==> src/rtl/regfile_pkg.sv <==
// regfile_pkg: shared FSM state encodings and the address-writability rule for the register bank
package regfile_pkg;

   localparam logic [1:0] ST_IDLE  = 2'd0;
   localparam logic [1:0] ST_CLEAR = 2'd1;
   localparam logic [1:0] ST_DUMP  = 2'd2;

   // An address is writable (and readable as a real cell) when it exists and is not a hardwired-zero r0
   function automatic logic is_writable(input int unsigned addr, input int unsigned celdas, input logic zero_reg);
      return (addr < celdas) && !(zero_reg && addr == 0);
   endfunction

endpackage

==> src/rtl/regfile_seq_ctrl.sv <==
// regfile_seq_ctrl: soft-clear sequencer and handshaked dump stream controller
//   clk, rst_n            clock, asynchronous active-low reset
//   clear, dump_start     one-cycle requests (clear wins when both arrive)
//   dump_ready            consumer ready for the dump stream
//   clear_we, clear_addr  zero-write strobe and target for the storage array
//   idx                   current dump index for the dump read mux
//   dump_valid, dump_last dump stream qualifiers
//   busy                  registered "not idle"
module regfile_seq_ctrl
   import regfile_pkg::*;
#(
   parameter int REGS   = 5,
   parameter int CELDAS = 32
) (
   input  logic            clk,
   input  logic            rst_n,
   input  logic            clear,
   input  logic            dump_start,
   input  logic            dump_ready,
   output logic            clear_we,
   output logic [REGS-1:0] clear_addr,
   output logic [REGS-1:0] idx,
   output logic            dump_valid,
   output logic            dump_last,
   output logic            busy
);

   // One extra bit so the counter never wraps when CELDAS == 2**REGS
   localparam logic [REGS:0] LAST = (REGS + 1)'(CELDAS - 1);

   logic [1:0]    state, state_n;
   logic [REGS:0] cnt, cnt_n;
   logic          go_clr, go_dmp, step, done;

   always_ff @(posedge clk or negedge rst_n)
      if (!rst_n) begin
         state <= ST_IDLE;
         cnt   <= '0;
         busy  <= 1'b0;
      end else begin
         state <= state_n;
         cnt   <= cnt_n;
         busy  <= state_n != ST_IDLE;
      end

   always_comb begin
      go_clr  = state == ST_IDLE && clear;
      go_dmp  = state == ST_IDLE && !clear && dump_start;
      step    = state == ST_CLEAR || (state == ST_DUMP && dump_ready);
      done    = step && cnt == LAST;
      state_n = go_clr ? ST_CLEAR : go_dmp ? ST_DUMP : done ? ST_IDLE : state;
      cnt_n   = (go_clr || go_dmp) ? '0 : step ? cnt + 1'b1 : cnt;
   end

   always_comb begin
      clear_we   = state == ST_CLEAR;
      dump_valid = state == ST_DUMP;
      dump_last  = dump_valid && cnt == LAST;
      clear_addr = cnt[REGS-1:0];
      idx        = cnt[REGS-1:0];
   end

endmodule

==> src/rtl/regfile_multimode.sv <==
// regfile_multimode: 2R/1W register bank with same-cycle bypass, debug read, soft clear and dump stream
//   i_clk, i_reset_n                     clock, asynchronous active-low reset
//   i_RegWrite, i_RD, i_DatoEscritura    write port (commits on rising edge)
//   i_RS/o_RS, i_RT/o_RT                 combinational read ports with bypass
//   i_RegDebug/o_RegDebug                debug read port (no bypass)
//   i_clear, i_dump_start, i_dump_ready  sequencer requests and dump back-pressure
//   o_dump_valid/data/idx/last, o_busy   dump stream and sequencer status
module regfile_multimode
   import regfile_pkg::*;
#(
   parameter int NBITS    = 32,
   parameter int REGS     = 5,
   parameter int CELDAS   = 32,
   parameter int ZERO_REG = 1,
   parameter int BYPASS   = 1
) (
   input  logic             i_clk,
   input  logic             i_reset_n,
   input  logic             i_RegWrite,
   input  logic [REGS-1:0]  i_RD,
   input  logic [NBITS-1:0] i_DatoEscritura,
   input  logic [REGS-1:0]  i_RS,
   input  logic [REGS-1:0]  i_RT,
   output logic [NBITS-1:0] o_RS,
   output logic [NBITS-1:0] o_RT,
   input  logic [REGS-1:0]  i_RegDebug,
   output logic [NBITS-1:0] o_RegDebug,
   input  logic             i_clear,
   input  logic             i_dump_start,
   input  logic             i_dump_ready,
   output logic             o_dump_valid,
   output logic [NBITS-1:0] o_dump_data,
   output logic [REGS-1:0]  o_dump_idx,
   output logic             o_dump_last,
   output logic             o_busy
);

   // Array spans the full address space; non-writable entries stay at their reset value of zero,
   // which makes reads of r0 (when hardwired) and of out-of-range addresses return 0 for free.
   logic [NBITS-1:0] mem [2**REGS];
   logic             clear_we, we;
   logic [REGS-1:0]  clear_addr, idx;

   regfile_seq_ctrl #(.REGS(REGS), .CELDAS(CELDAS)) u_seq (
      .clk        (i_clk),
      .rst_n      (i_reset_n),
      .clear      (i_clear),
      .dump_start (i_dump_start),
      .dump_ready (i_dump_ready),
      .clear_we   (clear_we),
      .clear_addr (clear_addr),
      .idx        (idx),
      .dump_valid (o_dump_valid),
      .dump_last  (o_dump_last),
      .busy       (o_busy)
   );

   // Pipeline writes are blocked during a clear; the pipeline is expected to stall on o_busy
   assign we = i_RegWrite && !clear_we && is_writable(32'(i_RD), CELDAS, ZERO_REG != 0);

   always_ff @(posedge i_clk or negedge i_reset_n)
      if (!i_reset_n) begin
         for (int r = 0; r < 2**REGS; r++) mem[r] <= '0;
      end else begin
         for (int r = 0; r < 2**REGS; r++)
            if (is_writable(r, CELDAS, ZERO_REG != 0)) begin
               if (clear_we && clear_addr == REGS'(r)) mem[r] <= '0;
               else if (we && i_RD == REGS'(r)) mem[r] <= i_DatoEscritura;
            end
      end

   always_comb begin
      o_RS        = (BYPASS != 0 && we && i_RD == i_RS) ? i_DatoEscritura : mem[i_RS];
      o_RT        = (BYPASS != 0 && we && i_RD == i_RT) ? i_DatoEscritura : mem[i_RT];
      o_RegDebug  = mem[i_RegDebug];
      o_dump_data = mem[idx];
      o_dump_idx  = idx;
   end

endmodule

==> config.mk <==
export PLATFORM = sky130hd
export DESIGN_NAME = regfile_multimode
export DESIGN_NICKNAME = d
export VERILOG_FILES = /design/src/rtl/regfile_pkg.sv /design/src/rtl/regfile_seq_ctrl.sv /design/src/rtl/regfile_multimode.sv
export SDC_FILE = /design/constraint.sdc
export NUM_CORES = 2
export LEC_CHECK = 0
export BUFFER_PORTS_ARGS = -buffer_cell sky130_fd_sc_hd__buf_2
export CAP_MARGIN = 20
export CORE_MARGIN = 5
export CORE_UTILIZATION = 50
export DETAILED_ROUTE_END_ITERATION = 8
export GPL_TIMING_DRIVEN = 0
export PLACE_DENSITY = 0.8
export SLEW_MARGIN = 30
export SYNTH_ARGS = -nofsm -noshare
export SYNTH_HDL_FRONTEND = slang
export SYNTH_SLANG_ARGS = --single-unit
==> constraint.sdc <==
create_clock -name i_clk -period 2.5 [get_ports i_clk]
set_input_delay 0 -clock i_clk [delete_from_list [all_inputs] [get_ports i_clk]]
set_output_delay 0 -clock i_clk [all_outputs]
set_load 0.05 [all_outputs]
==> results.yml <==
run_status:
  outcome: "finished, violations left"
  violations: "DRC, hold timing, capacitance limit, setup timing"
sta:
  worst_pin_slew_ns: 1.50
  setup_tns_ns: -143.29
  period_minus_slack_ns: 3.61
  min_period_over_period_pct: 144
  finalHoldViolCount: 81
  setup_slack_ns: -1.11
  maxSlewViolCount: 0
  slew-limit-headroom_pct: 0.239
  worst_clock_skew_ns: 0.0399
  hold_slack_ns: -0.211
  fmax_mhz: 277
  setup_violations: 675
  rsz0062_at_grt: "true"
floorplan:
  die_y_um: 388
  std_cell_rows: 138
  die_w_um: 388
  initial_utilization_pct: 50.4
  dieArea_sq_um: 151000
  ios: 194
  core_sq_um: 142000
detailed_routing:
  wl_per_cell_um: 45.8
  vias: 73318
  viasPerCell: 7.75
  dr.pass1.iters: 9
  initialDrtViolationCount: 14797
  ant_nets: 0
  drt-total-wl_mm: 433
  drc: 16
global_routing:
  grt_pass1_vias: 67254
  grt.total_usage_pct: 55.4
  grt_max_degree: 122
  grt_overflow_total: 0
  grt_pass1_wl_mm: 569
  antenna_found_initial: 26
worst_setup_path:
  slowest_delay_ns: 0.55
  cp-start-kind: "input pin"
  crit_chain: "buf_2 > buf_4 > buf_4 > buf_4 > mux4_2 > o22ai_1 > o21ai_0 > o21ai_0 > o21ai_2 > buf_2"
  required_ns: 2.50
  worst-setup-path-type: "input pin to primary output"
  regToRegSetupSlack_ns: -0.49
  reg2regPathDepth: 5
  crit_fanout: 10
  cp-end-kind: "primary output"
  path_common_cell: "buf_4"
  arrival_ns: 3.61
  cpMaxStageDelayCell: "o21ai_0"
logic_synthesis:
  synth-seq-area-share_pct: 35.0
  synth_edf_count: 0
  avgSynthCellArea_sq_um: 10.3
  synth_flop_cell: "dfrtp_1"
  async_flop_share_pct: 100
  postSynthCellCount: 6916
  syn_nets: 6980
  synth.distinct_cells: 53
  ys_ff_latch: 1001
  ys.warnings.count: 32
  netlist_area_sq_um: 71500
clock_tree:
  root_buffer: "clkbuf_16"
  clk_latency_ns: 0.80
  clockBufferDepth: 3
  cts_tree: "done"
  cts_made_buffers: 117
  htreeDepth: 3
  clk_pin_slew_worst_paths_ns: 0.06
  clock-sinks: 1001
place:
  portBuffers: 148
  dp_cells: 8990
  dp_worst_setup_slack_ns: -2.04
  post-dp-hpwl_mm: 331
  gp_congestion: 1.13
  postPlaceCellArea_sq_um: 75500
finish:
  fin_cells: 9462
  final_area_sq_um: 87200
  fin_nets: 7516
  final_util_pct: 61.5
  areaGrowthSynthToFinish_pct: 22.0
  fillerInstances: 11438
  layout-drive-gt1-share_pct: 36.2
worst_hold_path:
  hold_path_class: "input pin to async pin"
run:
  drv_cap: 1
pwr:
  leakagePower_nw: 34.9
  vdd_drop_max_uv: 1240
  p_per_area_nw_per_um2: 1210
  finalPower_mw: 105
-- timing repair --
item	4_1_cts	5_1_grt
buffers inserted	43	149
hold buffers	40	1
pin swaps	26	83
gates resized for setup	589	1412
hold endpoints to repair	696	83
endpoints found under the setup margin	1128	1120
gates cloned	4	9
-- layer usage --
layer,vias to the layer above,share of wire (%),global-route usage [%],wire length (um)
met3,2070,20,38.3,87500
li1,26673,-,-,-
met1,36593,32,65.1,137000
met4,42,9.2,33.9,40000
met5,-,0.34,4.37,1490
met2,7940,39,73.1,167000
-- where the power goes --
part / switching, mW / leakage (nW) / internal [mW] / total, mW
Combinational: 30.5 / 19.7 / 24.2 / 54.7
Clock: 8.44 / 2.00 / 10.7 / 19.1
Sequential: 9.32 / 13.3 / 22.1 / 31.4
Total: 48.3 / 34.9 / 56.9 / 105
-- state kept, by name, summed over array words and instances, names as in the netlist --
signal	cells
u_seq.busy	1
u_seq.cnt	6
mem	992
u_seq.state	2
-- Yosys cell counts, types with 29 or more instances --
cell type  number  area [sq um]
a21oi_1      1011          5060
a221oi_1       67           587
a22o_1         49           429
buf_1          32           120
buf_2         141           706
clkbuf_1      593          2230
clkbuf_2       29           145
dfrtp_1      1001         25000
mux2_2        146          1640
mux2i_1        52           521
mux4_2       1022         23000
nand2_1      2038          7650
nor2_1        215           807
nor3b_1        30           225
nor4_1         33           206
o21ai_0        78           390
o22ai_1       129           807
o2bb2ai_1      31           272
-- critical path: cells and delay by family --
family          cells  cell delay [ns]
buf+inv             5             1.79
mux                 1             0.32
compound gates      4             1.47
-- layout make-up --
type	count	area (sq um)	share of cell area, %
Antenna cell	23	57.6	0.0660
Buffer	788	4920	5.64
Clock buffer	147	3270	3.75
Clock inverter	69	837	0.960
Inverter	5	27.5	0.0316
Multi-Input combinational cell	5100	45500	52.2
Sequential cell	1001	25100	28.8
Tap cell	1890	2360	2.71
Timing Repair Buffer	439	5090	5.83
-- worst paths after layout --
path                                    from            to
worst max register to register  u_seq.cnt[4]      mem[395]
max in group asynchronous          i_reset_n  u_seq.cnt[2]
min in group i_clk                i_RegWrite       mem[96]
worst min register to register  u_seq.cnt[5]  u_seq.cnt[5]
worst min-delay path               i_reset_n      mem[361]
worst max-delay path                 i_RS[1]      o_RS[31]
-- cells in the final DEF (no fill, tap or decap), drive strengths merged, types with 18 or more instances in the layout --
cell type	count
nand2	2038
mux4	1022
a21oi	1011
dfrtp	1001
clkbuf	744
buf	588
nor2	215
mux2	146
o22ai	129
o21ai	78
a221oi	77
mux2i	52
a22o	49
dlygate4sd3	41
clkinv	37
nor4	34
o2bb2ai	31
nor3b	30
diode	23
or2	22
or3	22
nor3	21
o221ai	18
-- logic make-up (layout without fill, tap and decap cells) --
| family | count (synthesis) | after routing | synth area share, % |
|---|---|---|---|
| other | 0 | 23 | 0 |
| AND/OR/NAND/NOR | 2443 | 2443 | 13.5 |
| multiplexers | 1220 | 1220 | 35.2 |
| XOR/XNOR | 14 | 14 | 0.171 |
| AO/OA/AOI/OAI | 1417 | 1417 | 11.3 |
| buffers and inverters | 815 | 1448 | 4.66 |
| flip-flops | 1001 | 1001 | 35.0 |
| adder cells (fa/ha/maj) | 6 | 6 | 0.105 |
(Power assumes the default switching activity.)
